**src/rtl/xbar_pkg.sv**
```systemverilog
// Shared command encodings and width helper for the req/ack crossbar.
package xbar_pkg;

  localparam logic CMD_READ  = 1'b0;
  localparam logic CMD_WRITE = 1'b1;

  function automatic int clog2(input int value);
    clog2 = 0;
    for (int v = value - 1; v > 0; v = v >> 1) begin
      clog2++;
    end
  endfunction

endpackage

```
**src/rtl/xbar_rr_arbiter.sv**
```systemverilog
// Per-slave round-robin arbiter with grant lock plus the FIFO of master IDs awaiting read data.
// Grant is combinational; a locked grant holds until ack so the slave sees a stable request.
module xbar_rr_arbiter
  import xbar_pkg::*;
#(
  parameter int N_MASTERS  = 2,
  parameter int RESP_DEPTH = 4,
  localparam int ID_W  = clog2(N_MASTERS),
  localparam int PTR_W = clog2(RESP_DEPTH)
) (
  input  logic                 clk,
  input  logic                 rst,
  input  logic [N_MASTERS-1:0] req,
  input  logic [N_MASTERS-1:0] cmd,
  input  logic                 ack,
  input  logic                 pop,
  output logic                 gnt_vld,
  output logic [ID_W-1:0]      gnt_id,
  output logic                 full,
  output logic                 empty,
  output logic [ID_W-1:0]      head_id
);

  logic [ID_W-1:0]      rr_ptr;
  logic [ID_W-1:0]      lock_id;
  logic                 lock_vld;
  logic                 lock_hit;
  logic [N_MASTERS-1:0] rot;
  logic [ID_W:0]        rr_sum;
  logic [ID_W-1:0]      rr_id;
  logic                 rr_vld;
  logic [ID_W-1:0]      mem [RESP_DEPTH];
  logic [PTR_W-1:0]     wr_ptr;
  logic [PTR_W-1:0]     rd_ptr;
  logic [PTR_W:0]       count;
  logic                 xfer;
  logic                 push;
  logic                 do_pop;

  // rot[k] is the request of master (rr_ptr + k) mod N; lowest k wins.
  always_comb begin
    rot    = N_MASTERS'({req, req} >> rr_ptr);
    rr_vld = 1'b0;
    rr_sum = '0;
    for (int k = N_MASTERS - 1; k >= 0; k--) begin
      if (rot[k]) begin
        rr_vld = 1'b1;
        rr_sum = {1'b0, rr_ptr} + (ID_W+1)'(k);
      end
    end
    rr_id = (rr_sum >= (ID_W+1)'(N_MASTERS)) ? ID_W'(rr_sum - (ID_W+1)'(N_MASTERS))
                                             : ID_W'(rr_sum);
  end

  assign lock_hit = lock_vld && req[lock_id];
  assign gnt_vld  = lock_hit || rr_vld;
  assign gnt_id   = lock_hit ? lock_id : rr_id;
  assign xfer     = gnt_vld && ack;
  assign push     = xfer && (cmd[gnt_id] == CMD_READ);
  assign full     = (count == (PTR_W+1)'(RESP_DEPTH));
  assign empty    = (count == '0);
  assign do_pop   = pop && !empty;
  assign head_id  = mem[rd_ptr];

  always_ff @(posedge clk) begin
    if (rst) begin
      rr_ptr   <= '0;
      lock_vld <= 1'b0;
      lock_id  <= '0;
      wr_ptr   <= '0;
      rd_ptr   <= '0;
      count    <= '0;
    end else begin
      if (xfer) begin
        rr_ptr   <= (gnt_id == ID_W'(N_MASTERS - 1)) ? '0 : gnt_id + ID_W'(1);
        lock_vld <= 1'b0;
      end else begin
        // A requester that withdrew is not re-locked, so the lock drops one cycle later.
        lock_vld <= gnt_vld;
        lock_id  <= gnt_id;
      end
      if (push) begin
        mem[wr_ptr] <= gnt_id;
        wr_ptr      <= wr_ptr + PTR_W'(1);
      end
      if (do_pop) rd_ptr <= rd_ptr + PTR_W'(1);
      if (push && !do_pop)      count <= count + (PTR_W+1)'(1);
      else if (!push && do_pop) count <= count - (PTR_W+1)'(1);
    end
  end

endmodule

```
**src/rtl/crossbar_nxm.sv**
```systemverilog
// N-master x M-slave req/ack crossbar; requests and read responses pass combinationally (zero latency).
// A master is held off (no ack) while its slave is busy, the slave's pending-read FIFO is full, or it has reads pending at another slave.
module crossbar_nxm
  import xbar_pkg::*;
#(
  parameter int N_MASTERS  = 2,
  parameter int N_SLAVES   = 2,
  parameter int ADDR_W     = 32,
  parameter int DATA_W     = 32,
  parameter int RESP_DEPTH = 4,
  localparam int SEL_W = clog2(N_SLAVES),
  localparam int SA_W  = ADDR_W - SEL_W
) (
  input  logic                          clk,
  input  logic                          rst,
  input  logic [N_MASTERS-1:0]          master_req,
  input  logic [N_MASTERS-1:0]          master_cmd,
  input  logic [N_MASTERS*ADDR_W-1:0]   master_addr,
  input  logic [N_MASTERS*DATA_W-1:0]   master_wdata,
  output logic [N_MASTERS-1:0]          master_ack,
  output logic [N_MASTERS-1:0]          master_resp,
  output logic [N_MASTERS*DATA_W-1:0]   master_rdata,
  output logic [N_SLAVES-1:0]           slave_req,
  output logic [N_SLAVES-1:0]           slave_cmd,
  output logic [N_SLAVES*SA_W-1:0]      slave_addr,
  output logic [N_SLAVES*DATA_W-1:0]    slave_wdata,
  input  logic [N_SLAVES-1:0]           slave_ack,
  input  logic [N_SLAVES-1:0]           slave_resp,
  input  logic [N_SLAVES*DATA_W-1:0]    slave_rdata
);

  localparam int ID_W  = clog2(N_MASTERS);
  localparam int CNT_W = clog2(N_SLAVES * RESP_DEPTH + 1);

  logic [SEL_W-1:0]     tgt      [N_MASTERS];
  logic [CNT_W-1:0]     pend_cnt [N_MASTERS];
  logic [SEL_W-1:0]     pend_tgt [N_MASTERS];
  logic [N_MASTERS-1:0] rd_acc;
  logic [N_MASTERS-1:0] rd_dec;
  logic [N_SLAVES-1:0]  gnt_vld;
  logic [N_SLAVES-1:0]  fifo_full;
  logic [N_SLAVES-1:0]  fifo_empty;
  logic [N_SLAVES-1:0]  pop;
  logic [ID_W-1:0]      gnt_id  [N_SLAVES];
  logic [ID_W-1:0]      head_id [N_SLAVES];

  always_comb begin
    for (int i = 0; i < N_MASTERS; i++) begin
      tgt[i] = master_addr[i*ADDR_W + SA_W +: SEL_W];
    end
  end

  assign pop = slave_resp & ~fifo_empty;

  for (genvar s = 0; s < N_SLAVES; s++) begin : g_slv
    logic [N_MASTERS-1:0] cand;

    // A read may take the last FIFO slot freed by a same-cycle response.
    always_comb begin
      for (int i = 0; i < N_MASTERS; i++) begin
        cand[i] = master_req[i] && (tgt[i] == SEL_W'(s))
               && ((pend_cnt[i] == '0) || (pend_tgt[i] == SEL_W'(s)))
               && ((master_cmd[i] == CMD_WRITE) || !fifo_full[s] || pop[s]);
      end
    end

    xbar_rr_arbiter #(
      .N_MASTERS  (N_MASTERS),
      .RESP_DEPTH (RESP_DEPTH)
    ) u_arb (
      .clk     (clk),
      .rst     (rst),
      .req     (cand),
      .cmd     (master_cmd),
      .ack     (slave_ack[s]),
      .pop     (pop[s]),
      .gnt_vld (gnt_vld[s]),
      .gnt_id  (gnt_id[s]),
      .full    (fifo_full[s]),
      .empty   (fifo_empty[s]),
      .head_id (head_id[s])
    );
  end

  always_comb begin
    slave_req    = '0;
    slave_cmd    = '0;
    slave_addr   = '0;
    slave_wdata  = '0;
    master_ack   = '0;
    master_resp  = '0;
    master_rdata = '0;
    rd_acc       = '0;
    rd_dec       = '0;
    if (!rst) begin
      for (int s = 0; s < N_SLAVES; s++) begin
        if (gnt_vld[s]) begin
          slave_req[s] = 1'b1;
          slave_cmd[s] = master_cmd[gnt_id[s]];
          slave_addr[s*SA_W +: SA_W]      = master_addr[int'(gnt_id[s])*ADDR_W +: SA_W];
          slave_wdata[s*DATA_W +: DATA_W] = master_wdata[int'(gnt_id[s])*DATA_W +: DATA_W];
          if (slave_ack[s]) begin
            master_ack[gnt_id[s]] = 1'b1;
            if (master_cmd[gnt_id[s]] == CMD_READ) rd_acc[gnt_id[s]] = 1'b1;
          end
        end
        if (pop[s]) begin
          master_resp[head_id[s]] = 1'b1;
          rd_dec[head_id[s]]      = 1'b1;
          master_rdata[int'(head_id[s])*DATA_W +: DATA_W] = slave_rdata[s*DATA_W +: DATA_W];
        end
      end
    end
  end

  always_ff @(posedge clk) begin
    for (int i = 0; i < N_MASTERS; i++) begin
      if (rst) begin
        pend_cnt[i] <= '0;
        pend_tgt[i] <= '0;
      end else begin
        if (rd_acc[i]) pend_tgt[i] <= tgt[i];
        if (rd_acc[i] && !rd_dec[i])      pend_cnt[i] <= pend_cnt[i] + CNT_W'(1);
        else if (!rd_acc[i] && rd_dec[i]) pend_cnt[i] <= pend_cnt[i] - CNT_W'(1);
      end
    end
  end

endmodule

```
**config.mk**
```make
export PLATFORM = sky130hd
export DESIGN_NAME = crossbar_nxm
export DESIGN_NICKNAME = d
export VERILOG_FILES = /design/src/rtl/xbar_pkg.sv /design/src/rtl/xbar_rr_arbiter.sv /design/src/rtl/crossbar_nxm.sv
export SDC_FILE = /design/constraint.sdc
export NUM_CORES = 1
export LEC_CHECK = 0
export BUFFER_PORTS_ARGS = -buffer_cell sky130_fd_sc_hd__buf_2
export CAP_MARGIN = 25
export CELL_PAD_IN_SITES_DETAIL_PLACEMENT = 1
export CELL_PAD_IN_SITES_GLOBAL_PLACEMENT = 2
export CORE_MARGIN = 4
export CORE_UTILIZATION = 18
export CTS_CLUSTER_DIAMETER = 80
export DETAILED_ROUTE_END_ITERATION = 10
export PLACE_DENSITY_LB_ADDON = 0.1
export SLEW_MARGIN = 0
export SYNTH_ARGS = -nofsm -noshare
export SYNTH_HDL_FRONTEND = slang
export SYNTH_SLANG_ARGS = --single-unit
export TNS_END_PERCENT = 1
```
**constraint.sdc**
```tcl
create_clock -name clk -period 4.1 [get_ports clk]
set_input_delay 0.82 -clock clk [delete_from_list [all_inputs] [get_ports clk]]
set_output_delay 0.82 -clock clk [all_outputs]
set_load 0.02 [all_outputs]
```
# Yosys cells after proc, flatten, opt, wreduce, memory -nomap -nowiden
# Memories as Yosys holds them, arrays and structs flattened. A register that Yosys moved wholly into a read port is not among the register bits.
# Index checks and enable logic that the tools add are counted.
dict set report word_totals {
  memories 4
  output_inout_bits 198
  reg_bits 20
  ram_bits 18
  inputBits 202
  rom_bits 0
  latch_bits 0
  elab_cells 251
}
dict set report classes {
  n_eq_ne 2
  magnitude_cmp 12
  bitwise_logic 18
  muxes 107
  n_div 0
  n_reduce_logical 66
  addsub 20
  n_mul 0
  shift 10
}
# name depth width read_ports rd_ports_with_merged_regs write_ports line
set memory_table {}
lappend memory_table {pend_cnt 2 4 2 0 2 crossbar_nxm.sv:36} ;# logic [CNT_W-1:0] pend_cnt [N_MASTERS];
lappend memory_table {{g_slv[0].u_arb.mem} 4 1 1 1 1 xbar_rr_arbiter.sv:32} ;# logic [ID_W-1:0] mem [RESP_DEPTH];
lappend memory_table {{g_slv[1].u_arb.mem} 4 1 1 1 1 xbar_rr_arbiter.sv:32}
lappend memory_table {pend_tgt 2 1 2 0 2 crossbar_nxm.sv:37} ;# logic [SEL_W-1:0] pend_tgt [N_MASTERS];
# operator n
set ops {}
lappend ops {{64-bit two-way mux} 5}
lappend ops {{32-bit by 33-bit variable shift with 64-bit output (first input constant)} 2}
lappend ops {{32-bit by 33-bit variable part select with 64-bit output} 2}
lappend ops {{64-bit by 7-bit variable part select with 31-bit output} 2}
lappend ops {{64-bit by 7-bit variable part select with 32-bit output} 2}
lappend ops {{6-bit negation with 33-bit output} 2}
lappend ops {{64-bit bitwise AND} 1}
lappend ops {{64-bit bitwise mux} 1}
lappend ops {{32-bit two-way mux} 2}
lappend ops {{31-bit two-way mux} 2}
lappend ops {{62-bit two-way mux} 1}
lappend ops {{1-bit two-way mux} 56}
lappend ops {{2-bit two-way mux} 28}
lappend ops {{1-bit logical AND} 32}
lappend ops {{4-bit two-way mux} 4}
lappend ops {{1-bit logical OR} 14}
lappend ops {{1-bit logical NOT} 12}
lappend ops {{1-bit by 2-bit less-than comparator with 1-bit output (second input constant)} 6}
lappend ops {{3-bit two-way mux} 4}
lappend ops {{2-bit by 1-bit adder with 2-bit output (second input constant)} 4}
lappend ops {{4-bit by 1-bit adder with 4-bit output (second input constant)} 2}
lappend ops {{4-bit logical NOT} 2}
lappend ops {{4-bit by 1-bit right shift with 2-bit output} 2}
lappend ops {{4-bit by 1-bit subtractor with 4-bit output (second input constant)} 2}
lappend ops {{17 further kinds} 45}

# Logic depth before layout (Yosys ltp)
# Gate-level depths: netlist of the first run.
dict set report logic_depth {
  word_depth 31
  depth_mapped 15
  ltp_nobuf 14
}

# Modules after synthesis
# Synthesis of the first run repeated with hierarchy kept, for this count alone.
dict set report hier_totals {
  cells_unflattened 730
  area_unflattened_um2 5243.8
}
# module n_inst seq_area_each_um2 area_per_inst_um2 cells_per_inst
set modules_own_cells {}
lappend modules_own_cells {crossbar_nxm 1 300.3 3639.7 583}
lappend modules_own_cells {{xbar_rr_arbiter at g_slv[0].u_arb} 1 360.3 802.0 73}
lappend modules_own_cells {{xbar_rr_arbiter at g_slv[1].u_arb} 1 360.3 802.0 74}

# Worst setup path before layout of the first run
# No wires, ideal clock.
dict set report synth_path {
  path_kind {input-to-reg}
  from {input slave_resp[0]}
  to {memory pend_cnt[1][3] in the netlist's numbering, data pin}
  path_stages 12
  path_slack_ps 517
  t_required_ps 3931
  path_buffers 0
  t_arrival_ps 3414
  setup_time_ps 169
  path_cell_list {or4b_4 > o221a_1 > a211o_1 > a21o_1 > nand2_1 > inv_1 > ha_1 > a21o_1 > a21oi_1 > xnor2_1 > or4_1 > o31ai_1}
}
# element line
set synth_rtl {}
lappend synth_rtl {{start, declared} crossbar_nxm.sv:28} ;# input logic [N_SLAVES-1:0] slave_resp,
lappend synth_rtl {{end, declared} crossbar_nxm.sv:36}

# Worst setup path after layout of the first run
dict set report layout_path {
  from {input slave_resp[0]}
  to {output slave_wdata[21]}
}
dict set report layout_via {
  elab_chain_len 12
  elab_cells_between_ends 21
  cone_classes {1 x add/sub; 1 x order compare; 2 x shift; 10 x mux; 1 x bitwise; 6 x reduce/logical}
}
# element line
set layout_rtl {}
lappend layout_rtl {{2-bit bitwise AND (*)} crossbar_nxm.sv:53} ;# assign pop = slave_resp & ~fifo_empty;
lappend layout_rtl {{1-bit logical OR} crossbar_nxm.sv:63} ;# && ((master_cmd[i] == CMD_WRITE) || !fifo_full[s] || pop[s]);
lappend layout_rtl {{1-bit logical AND} crossbar_nxm.sv:63}
lappend layout_rtl {{4-bit by 1-bit right shift with 2-bit output} xbar_rr_arbiter.sv:42} ;# rot = N_MASTERS'({req, req} >> rr_ptr);
lappend layout_rtl {{2-bit two-way mux (2 in a row)} xbar_rr_arbiter.sv:46} ;# if (rot[k]) begin
lappend layout_rtl {{2-bit greater-or-equal comparator or 1-bit subtractor (tied branches)} xbar_rr_arbiter.sv:51} ;# rr_id = (rr_sum >= (ID_W+1)'(N_MASTERS)) ? ID_W'(rr_sum - (ID_W+1)'(N_MASTERS))
lappend layout_rtl {{1-bit two-way mux} xbar_rr_arbiter.sv:51}
lappend layout_rtl {{1-bit two-way mux} xbar_rr_arbiter.sv:57} ;# assign gnt_id = lock_hit ? lock_id : rr_id;
lappend layout_rtl {{64-bit by 7-bit variable part select with 32-bit output} crossbar_nxm.sv:101} ;# slave_wdata[s*DATA_W +: DATA_W] = master_wdata[int'(gnt_id[s])*DATA_W +: DATA_W];
lappend layout_rtl {{32-bit two-way mux (*)} crossbar_nxm.sv:97} ;# if (gnt_vld[s]) begin
lappend layout_rtl {{64-bit two-way mux (*)} crossbar_nxm.sv:95} ;# if (!rst) begin
lappend layout_rtl {{end, declared} crossbar_nxm.sv:26} ;# output logic [N_SLAVES*DATA_W-1:0] slave_wdata,
# Mark *: on every way between the ends. The rest lies on a longest branch, timed or not. The select of a mux whose other input is x is not followed.

==> flow_metrics.env, run 1 <==
export IMPL_outcome="finished, final reports clean"
export IMPL_syn_to_final_growth_pct=50.4
export IMPL_crit_required_ps=3280
export IMPL_path_cells="buf_2 -> or4b_4 -> o221a_1 -> a21o_2 -> inv_2 -> buf_12 -> nand2_1 -> a21oi_1 -> buf_2"
export IMPL_post_cts_repair_setup_buffers=0
export IMPL_insertion_delay_ps=280
export IMPL_synth_top_cell_by_area="nand2_1"
export IMPL_seqPwrFrac_pct=20.4
export IMPL_cpPeakStageDelay_ps=500
export IMPL_holdCritPathClass="reg -> reg"
export IMPL_fmax_mhz=261
export IMPL_rsz0062_at_grt="false"
export IMPL_multiInputGateArea_um2=3730
export IMPL_die_height_um=178
export IMPL_portBuffers=399
export IMPL_die_area_um2=31800
export IMPL_pre_cts_ws_ps=210
export IMPL_power_density_nw_per_um2=396
export IMPL_ctsResizeCount=0
export IMPL_reg2reg_slack_ps=560
export IMPL_via_count=7347
export IMPL_cts_sinks=42
export IMPL_setup_tns_ps=0
export IMPL_hold_buffers=0
export IMPL_tightest_slew_ps=470
export IMPL_track_usage_pct=18.3
export IMPL_antenna_found_initial=12
export IMPL_dpl_cell_area_um2=7640
export IMPL_synth_edf_count=18
export IMPL_cp_common_cell="buf_2"
export IMPL_die_x_um=178
export IMPL_p_leak_nw=4.21
export IMPL_num_nets_final=1454
export IMPL_yosysWarnings=0
export IMPL_rows=62
export IMPL_synth_top_flop_cell="dfxtp_1"
export IMPL_fin_area_um2=7860
export IMPL_grt_max_degree=69
export IMPL_maxCapViolCount=0
export IMPL_viasPerCell=4.52
export IMPL_crit_arrival_ps=3010
export IMPL_setup_ws_ps=272
export IMPL_antenna_left=0
export IMPL_drt_iter0_drc=256
export IMPL_p_switching_mw=1.55
export IMPL_synthArstFlopShare_pct=0
export IMPL_wirelength_mm=31.2
export IMPL_drt_pass1_iter_count=4
export IMPL_grt_pass1_wl_mm=45.6
export IMPL_synth_nets=1093
export IMPL_yosysTopAreaCellShare_pct=28.0
export IMPL_clk_pin_slew_ps=60
export IMPL_cts_tree="done"
export IMPL_drc=0
export IMPL_end_kind="primary output"
export IMPL_pwr_share_comb_pct=63.0
export IMPL_skew_ps=4.07
export IMPL_worst_setup_path_type="in -> out"
export IMPL_p_sw_share_pct=49.9
export IMPL_internal_power_mw=1.56
export IMPL_fin_crit_ps=3830
export IMPL_syn_avg_cell_area_um2=5.97
export IMPL_cts_buffers=5
export IMPL_core_region_area_um2=28600
export IMPL_routabilityCongestion=0.774
export IMPL_htree_levels=2
export IMPL_layout_drive_gt1_share_pct=37.9
export IMPL_initial_core_util_pct=18.2
export IMPL_crit_slowest_cell="or4b_4"
export IMPL_synth_area_leaders="nand2_1 (28%), a21oi_1 (20%), edfxtp_1 (10%)"
export IMPL_grt_ovfl_total=0
export IMPL_io_pins=400
export IMPL_cts_path_max_buffers=2
export IMPL_cts_root_buf="clkbuf_16"
export IMPL_regArea_um2=1020
export IMPL_synth_cell_type_count=59
export IMPL_crit_path_start_kind="primary input"
export IMPL_relSlewSlack_pct=68.2
export IMPL_synth_seq_area_share_pct=19.6
export IMPL_hpwl_mm=24.1
export IMPL_vdd_ir_drop_max_uv=184
export IMPL_final_setup_viol_count=0
export IMPL_nFillCells=3751
export IMPL_power_frac_clock_pct=16.6
export IMPL_synth_seq_cells=42
export IMPL_hold_violations=0
export IMPL_syn_inst=874
export IMPL_wl_per_cell_um=19.2
export IMPL_grt_pass1_vias=7749
export IMPL_fin_crit_sh_pct=93.4
export IMPL_whs_ps=461
export IMPL_crit_fanout=68
export IMPL_slew_viol_final=0
export IMPL_syn_cell_area_um2=5220
==> kinds of logic after synthesis <==
| family | Yosys count | synth area share (%) |
|---|---|---|
| multiplexers | 10 | 2.76 |
| buffers and inverters | 98 | 9.27 |
| AO/OA/AOI/OAI | 241 | 25.9 |
| adder cells (fa/ha/maj) | 17 | 4.51 |
| AND/OR/NAND/NOR | 455 | 36.1 |
| XOR/XNOR | 11 | 1.99 |
| flip-flops | 42 | 19.6 |
==> registers in the layout, indices dropped and copies added, names as in the netlist, named ones only <==
signal / flops
g_slv.u_arb.rr_ptr: 2
g_slv.u_arb.mem: 8
g_slv.u_arb.wr_ptr: 4
pend_cnt: 8
g_slv.u_arb.lock_vld: 2
pend_tgt: 2
g_slv.u_arb.count: 6
g_slv.u_arb.lock_id: 2
g_slv.u_arb.rd_ptr: 4
==> synthesized netlist by cell type (5+ instances only) <==
cell type / n
buf_2: 15
a21oi_1: 206
ha_1: 14
nand2b_1: 8
nor3_1: 5
edfxtp_1: 18
nand2_1: 390
xor2_1: 6
clkbuf_1: 34
nor2_1: 17
a21o_1: 6
inv_1: 26
buf_6: 12
and2_1: 7
dfxtp_1: 24
o21ai_0: 6
buf_1: 7
==> area by class of cell <==
type / instances / share of cell area, %
diodes: 7 / 0.223
clock buffers: 5 / 1.59
clock inverters: 3 / 0.876
inverters: 28 / 1.34
multi-input cells: 734 / 47.5
flip-flops and latches: 42 / 13.0
well taps: 384 / 6.12
repair buffers: 424 / 29.4
==> final timing paths <==
check,startpoint,to,cells after the start
hold reg to reg,g_slv[0].u_arb.lock_id,g_slv[0].u_arb.lock_id,2
hold / removal,g_slv[0].u_arb.lock_id,g_slv[0].u_arb.lock_id,2
setup reg to reg,pend_cnt[0][0],g_slv[0].u_arb.count[2],15
setup / recovery,slave_resp[0],slave_wdata[21],9
==> power groups by stage <==
stage / Combinational [mW] / Sequential, mW / Clock [mW]
floorplan: 1.27 / 0.616 / 0
global placement: 2.00 / 0.644 / 0
detailed placement: 2.00 / 0.646 / 0
CTS: 2.01 / 0.638 / 0.531
global route: 2.17 / 0.652 / 0.552
finish: 1.96 / 0.636 / 0.516
==> layout by cell type (no fill, tap or decap), types with 10 or more instances in the layout <==
cell / count
inv_1: 26
buf_12: 10
dfxtp_1: 24
edfxtp_1: 18
buf_2: 399
nor2_1: 16
buf_4: 15
ha_1: 14
a21oi_1: 206
nand2_1: 390
==> per-layer routing <==
| layer | routed length [µm] | part of all wire [%] | GRT usage, % |
|---|---|---|---|
| met1 | 12400 | 40 | 21.2 |
| met2 | 15500 | 50 | 32.7 |
| met3 | 2470 | 7.9 | 5.89 |
| met4 | 736 | 2.4 | 4.29 |
| met5 | 48 | 0.15 | 0 |
==> stage by stage <==
| stage | instances | utilization, % | total power [mW] |
|---|---|---|---|
| 5_1_grt | 1626 | 27.4 | 3.38 |
| 2_1_floorplan | 874 | - | 1.88 |
| 3_5_place_dp | 1612 | 26.7 | 2.65 |
| 6_report | 1627 | 27.4 | 3.11 |
| 4_1_cts | 1620 | 27.4 | 3.18 |
| 3_3_place_gp | 1612 | 26.7 | 2.64 |
==> critical path: cells and delay by family <==
family	cells	cell delay, ps
AOI/OAI and AO/OA	3	850
buffers and inverters	4	700
and+or+nand+nor	2	590
No activity file was read; power rests on OpenSTA's default activity.
==> inputs of run 2 (changes only) <==
--- a/config.mk
+++ b/config.mk
@@ -7,13 +7,14 @@
 export LEC_CHECK = 0
 export BUFFER_PORTS_ARGS = -buffer_cell sky130_fd_sc_hd__buf_2
 export CAP_MARGIN = 25
-export CELL_PAD_IN_SITES_DETAIL_PLACEMENT = 1
+export CELL_PAD_IN_SITES_DETAIL_PLACEMENT = 2
 export CELL_PAD_IN_SITES_GLOBAL_PLACEMENT = 2
 export CORE_MARGIN = 4
 export CORE_UTILIZATION = 18
 export CTS_CLUSTER_DIAMETER = 80
 export DETAILED_ROUTE_END_ITERATION = 10
 export PLACE_DENSITY_LB_ADDON = 0.1
+export SETUP_SLACK_MARGIN = 0.1
 export SLEW_MARGIN = 0
 export SYNTH_ARGS = -nofsm -noshare
 export SYNTH_HDL_FRONTEND = slang
==> flow_metrics.env, run 2 (synthesized netlist as in run 1, its figures left out) <==
export IMPL_outcome="finished, final reports clean"
export IMPL_drc=0
export IMPL_antenna_left=0
export IMPL_seqPwrFrac_pct=21.2
export IMPL_hold_buffers=0
export IMPL_die_area_um2=31800
export IMPL_reg2reg_slack_ps=500
export IMPL_routabilityCongestion=0.774
export IMPL_setup_tns_ps=0
export IMPL_ctsResizeCount=0
export IMPL_die_height_um=178
export IMPL_final_setup_viol_count=0
export IMPL_cts_sinks=42
export IMPL_syn_to_final_growth_pct=49.6
export IMPL_viasPerCell=4.62
export IMPL_worst_setup_path_type="in -> out"
export IMPL_crit_family="compound AO/OA/AOI/OAI gates"
export IMPL_maxCapViolCount=0
export IMPL_portBuffers=399
export IMPL_insertion_delay_ps=290
export IMPL_path_buf_inv=4
export IMPL_grt_pass1_wl_mm=48.4
export IMPL_hold_violations=0
export IMPL_path_cells="buf_2 -> or4b_4 -> o221a_1 -> a21o_2 -> inv_2 -> buf_12 -> nand2_1 -> a21oi_1 -> buf_2"
export IMPL_via_count=7524
export IMPL_clk_pin_slew_ps=60
export IMPL_nFillCells=3623
export IMPL_cts_path_max_buffers=2
export IMPL_cts_buffers=5
export IMPL_cpPeakStageDelay_ps=500
export IMPL_p_switching_mw=1.57
export IMPL_cts_tree="done"
export IMPL_power_density_nw_per_um2=385
export IMPL_internal_power_mw=1.44
export IMPL_initial_core_util_pct=18.2
export IMPL_cts_root_buf="clkbuf_16"
export IMPL_grt_pass1_vias=8247
export IMPL_relSlewSlack_pct=62.8
export IMPL_layout_drive_gt1_share_pct=37.9
export IMPL_crit_slowest_cell="or4b_4"
export IMPL_p_leak_nw=4.19
export IMPL_htree_levels=2
export IMPL_io_pins=400
export IMPL_p_sw_share_pct=52.2
export IMPL_grt_ovfl_total=0
export IMPL_crit_required_ps=3280
export IMPL_core_region_area_um2=28600
export IMPL_crit_arrival_ps=3060
export IMPL_wirelength_mm=32.7
export IMPL_fin_crit_ps=3880
export IMPL_rsz0062_at_grt="false"
export IMPL_grt_max_degree=69
export IMPL_die_x_um=178
export IMPL_drt_iter0_drc=233
export IMPL_crit_fanout=68
export IMPL_hpwl_mm=25.8
export IMPL_rows=62
export IMPL_holdCritPathClass="reg -> reg"
export IMPL_antenna_found_initial=14
export IMPL_tightest_slew_ps=551
export IMPL_vdd_ir_drop_max_uv=131
export IMPL_skew_ps=2.60
export IMPL_track_usage_pct=19.4
export IMPL_end_kind="primary output"
export IMPL_drt_pass1_iter_count=4
export IMPL_fmax_mhz=258
export IMPL_final_cell_mix="buf_2 (399), nand2_1 (390), a21oi_1 (206)"
export IMPL_crit_path_start_kind="primary input"
export IMPL_largestRegisters="g_slv.u_arb.mem x8, pend_cnt x8, g_slv.u_arb.count x6"
export IMPL_pwr_share_comb_pct=65.7
export IMPL_num_nets_final=1454
export IMPL_whs_ps=466
export IMPL_power_frac_clock_pct=13.1
export IMPL_fin_crit_sh_pct=94.6
export IMPL_post_cts_repair_setup_buffers=0
export IMPL_slew_viol_final=0
export IMPL_cp_common_cell="buf_2"
export IMPL_mostFrequentLayoutCell="buf_2"
export IMPL_wl_per_cell_um=20.1
[run 2: final timing paths]
kind / start / endpoint / cells past startpoint
hold reg to reg: g_slv[1].u_arb.lock_id / g_slv[1].u_arb.lock_id / 2
hold / removal: g_slv[1].u_arb.lock_id / g_slv[1].u_arb.lock_id / 2
setup reg to reg: pend_cnt[0][0] / g_slv[0].u_arb.count[2] / 15
setup / recovery: slave_resp[0] / slave_wdata[21] / 9
[run 2: worst min-delay path, stage by stage, from the launching register on]
cell     delay, ps
dfxtp_1        310
nand2_1         50
a21oi_1         50
[run 2: final cells by class]
cell class | count | area (µm²) | area share, %
Clock buffer | 6 | 129 | 1.65
Multi-Input combinational cell | 734 | 3730 | 47.7
Tap cell | 384 | 480 | 6.15
Clock inverter | 2 | 13.8 | 0.176
Inverter | 28 | 105 | 1.35
Sequential cell | 42 | 1020 | 13.1
Antenna cell | 9 | 22.5 | 0.288
Timing Repair Buffer | 424 | 2310 | 29.6
[run 2: routing by layer]
layer / vias to the layer above / global-route usage, % / routed length [µm]
met3: 58 / 6.23 / 2700
met5: - / 0 / 62
met1: 3578 / 22.5 / 12900
met4: 12 / 6.30 / 1080
met2: 263 / 33.9 / 16000
li1: 3613 / - / -
[run 2: power by group through the flow]
stage / clock network, mW / logic, mW / registers (mW)
2_1_floorplan: 0 / 1.27 / 0.616
3_3_place_gp: 0 / 2.00 / 0.644
3_5_place_dp: 0 / 2.02 / 0.647
4_1_cts: 0.406 / 2.03 / 0.641
5_1_grt: 0.422 / 2.19 / 0.655
6_report: 0.394 / 1.98 / 0.638
[run 2: metrics by stage]
stage | setup WS (ps) | cell area [µm²] | power (mW) | util [%] | instances
2_1_floorplan | 517 | 5220 | 1.88 | - | 874
3_3_place_gp | 208 | 7640 | 2.64 | 26.7 | 1612
3_5_place_dp | 195 | 7640 | 2.67 | 26.7 | 1612
4_1_cts | 194 | 7790 | 3.08 | 27.2 | 1620
5_1_grt | 156 | 7810 | 3.27 | 27.3 | 1628
6_report | 221 | 7810 | 3.01 | 27.3 | 1629
==> inputs of run 3 (changes only) <==
--- a/config.mk
+++ b/config.mk
@@ -10,7 +10,7 @@
 export CELL_PAD_IN_SITES_DETAIL_PLACEMENT = 2
 export CELL_PAD_IN_SITES_GLOBAL_PLACEMENT = 2
 export CORE_MARGIN = 4
-export CORE_UTILIZATION = 18
+export CORE_UTILIZATION = 20
 export CTS_CLUSTER_DIAMETER = 80
 export DETAILED_ROUTE_END_ITERATION = 10
 export PLACE_DENSITY_LB_ADDON = 0.1
@@ -18,5 +18,6 @@
 export SLEW_MARGIN = 0
 export SYNTH_ARGS = -nofsm -noshare
 export SYNTH_HDL_FRONTEND = slang
+export SYNTH_HIERARCHICAL = 1
 export SYNTH_SLANG_ARGS = --single-unit
 export TNS_END_PERCENT = 1
==> flow_metrics.env, run 3 <==
export IMPL_syn_avg_cell_area_um2=7.18
export IMPL_reg2reg_slack_ps=420
export IMPL_final_setup_viol_count=0
export IMPL_setup_ws_ps=280
export IMPL_die_area_um2=28900
export IMPL_routabilityCongestion=0.773
export IMPL_synth_nets=949
export IMPL_fin_crit_ps=3820
export IMPL_total_power_mw=2.18
export IMPL_skew_ps=3.62
export IMPL_p_leak_nw=3.94
export IMPL_maxCapViolCount=0
export IMPL_cts_path_max_buffers=2
export IMPL_holdPathEnd="g_slv[1].u_arb/count[2]"
export IMPL_drc=0
export IMPL_yosysWarnings=6
export IMPL_io_pins=400
export IMPL_portBuffers=399
export IMPL_htree_levels=2
export IMPL_post_cts_repair_setup_buffers=0
export IMPL_pre_cts_ws_ps=162
export IMPL_fmax_mhz=262
export IMPL_grt_pass1_wl_mm=41.5
export IMPL_syn_to_final_growth_pct=50.3
export IMPL_ctsResizeCount=0
export IMPL_initial_core_util_pct=20.2
export IMPL_final_cell_mix="buf_2 (399), nor2_1 (161), mux2i_1 (134)"
export IMPL_grt_max_degree=67
export IMPL_synth_seq_area_share_pct=19.5
export IMPL_die_height_um=170
export IMPL_crit_arrival_ps=3000
export IMPL_syn_cell_area_um2=5240
export IMPL_wirelength_mm=28.1
export IMPL_synth_edf_count=18
export IMPL_drt_iter0_drc=184
export IMPL_hold_start="g_slv[1].u_arb/count[2]"
export IMPL_grt_ovfl_total=0
export IMPL_via_count=6737
export IMPL_viasPerCell=4.66
export IMPL_worstHoldPathCells=2
export IMPL_hold_violations=0
export IMPL_mostFrequentLayoutCell="buf_2"
export IMPL_antenna_left=0
export IMPL_layout_drive_gt1_share_pct=41.0
export IMPL_instances_no_fill=1445
export IMPL_tightest_slew_ps=671
export IMPL_clk_pin_slew_ps=60
export IMPL_crit_path_start_kind="register"
export IMPL_syn_inst=730
export IMPL_cts_root_buf="clkbuf_16"
export IMPL_rows=59
export IMPL_dpl_cell_area_um2=7730
export IMPL_vdd_ir_drop_max_uv=151
export IMPL_synth_commonest_cells="nor2_1 (162), mux2i_1 (134), nand2_1 (112)"
export IMPL_crit_start="pend_cnt[1][0]"
export IMPL_grt_pass1_vias=7155
export IMPL_cts_buffers=5
export IMPL_cts_sinks=42
export IMPL_cts_tree="done"
export IMPL_fin_crit_sh_pct=93.2
export IMPL_synthArstFlopShare_pct=0
export IMPL_worst_r2r_cell_count=14
export IMPL_slew_viol_final=0
export IMPL_antenna_found_initial=8
export IMPL_yosysTopAreaCellShare_pct=25.6
export IMPL_core_region_area_um2=25900
export IMPL_holdCritPathClass="reg -> reg"
export IMPL_hpwl_mm=22.6
export IMPL_wl_per_cell_um=19.4
export IMPL_worst_setup_path_type="reg -> out"
export IMPL_synth_most_common_cell="nor2_1"
export IMPL_synth_top_cell_by_area="mux2i_1"
export IMPL_rr_startpoint="pend_cnt[1][0]"
export IMPL_dp_cells=1436
export IMPL_relSlewSlack_pct=55.3
export IMPL_synth_cell_type_count=50
export IMPL_insertion_delay_ps=280
export IMPL_num_nets_final=1327
export IMPL_end_kind="primary output"
export IMPL_hold_buffers=0
export IMPL_synth_seq_cells=42
export IMPL_die_x_um=170
export IMPL_crit_fanout=66
export IMPL_crit_required_ps=3280
export IMPL_synth_area_leaders="mux2i_1 (26%), nor2_1 (12%), edfxtp_1 (10%)"
export IMPL_outcome="finished, final reports clean"
export IMPL_fin_area_um2=7880
export IMPL_track_usage_pct=18.0
export IMPL_nFillCells=3185
export IMPL_r2r_end="pend_cnt[1][3]"
export IMPL_drt_pass1_iter_count=4
export IMPL_rsz0062_at_grt="true"
export IMPL_synth_top_flop_cell="dfxtp_1"
export IMPL_power_density_nw_per_um2=277
export IMPL_largestRegisters="g_slv.u_arb/mem x8, pend_cnt x8, g_slv.u_arb/count x6"
run 3: changes by cell type after synthesis, sizes merged, moves of 5 or more:
cell	delta
a21oi	-143
nor2	+146
mux2i	+130
inv	-9
nor3b	+8
nand2	-279
nor3	+6
a21o	-5
clkbuf	-15
a22oi	+14
xor2	+5
run 3: metal layers:
| metal | GRT usage [%] | vias to the layer above | share of wire (%) |
|---|---|---|---|
| met5 | 0 | - | 0.29 |
| met2 | 33.6 | 226 | 52 |
| met4 | 2.26 | 14 | 0.83 |
| met1 | 20.6 | 3234 | 39 |
| li1 | - | 3236 | - |
| met3 | 5.57 | 27 | 7.8 |
run 3: how the worst max path moves through the flow:
stage | end | slack, ps | cells past startpoint
finish | slave_addr[15] | 280 | 9
global route | slave_addr[30] | -2 | 9
CTS | slave_addr[49] | 210 | 10
detailed placement | pend_cnt[1][3] | 160 | 15
global placement | pend_cnt[1][3] | 280 | 15
floorplan | slave_addr[31] | 240 | 9
run 3: through the flow:
| step | util [%] | setup TNS (ps) | hold slack (ps) |
|---|---|---|---|
| floorplan | - | 0 | 466 |
| global placement | 29.8 | 0 | 491 |
| detailed placement | 29.8 | 0 | 513 |
| CTS | 30.4 | 0 | 524 |
| global route | 30.4 | -1.91 | 555 |
| finish | 30.4 | 0 | 520 |
run 3: cells by family after synthesis:
family | after synthesis | share of synthesized area, %
and+or+nand+nor | 346 | 29.2
muxes | 140 | 27.5
AOI/OAI and AO/OA | 97 | 10.9
buffers and inverters | 72 | 5.73
DFF | 42 | 19.5
adders and majority gates | 17 | 4.49
xor gates and xnor gates | 16 | 2.67
run 3: power by group:
part,switching (mW),internal (mW),total [mW]
sequential,0.0456,0.488,0.534
clock,0.169,0.223,0.392
combinational,0.767,0.490,1.26
total,0.982,1.20,2.18
run 3: critical path, stage by stage, from the launching register on:
cell and delay [ps]:
edfxtp_1 440, nor4_1 320, buf_4 180, o22ai_1 70, nor3b_1 330, a21boi_4 390, buf_16 380, mux2i_1 260
nor2_1 60, buf_2 170
run 3: cell type report:
class / count / area [µm²] / share of cell area, %
Timing Repair Buffer: 423 / 2260 / 28.7
Multi-Input combinational cell: 616 / 3960 / 50.3
Sequential cell: 42 / 1020 / 13.0
Antenna cell: 1 / 2.50 / 0.0318
Tap cell: 335 / 419 / 5.32
Inverter: 20 / 75.1 / 0.953
Clock buffer: 5 / 125 / 1.59
Clock inverter: 3 / 16.3 / 0.206
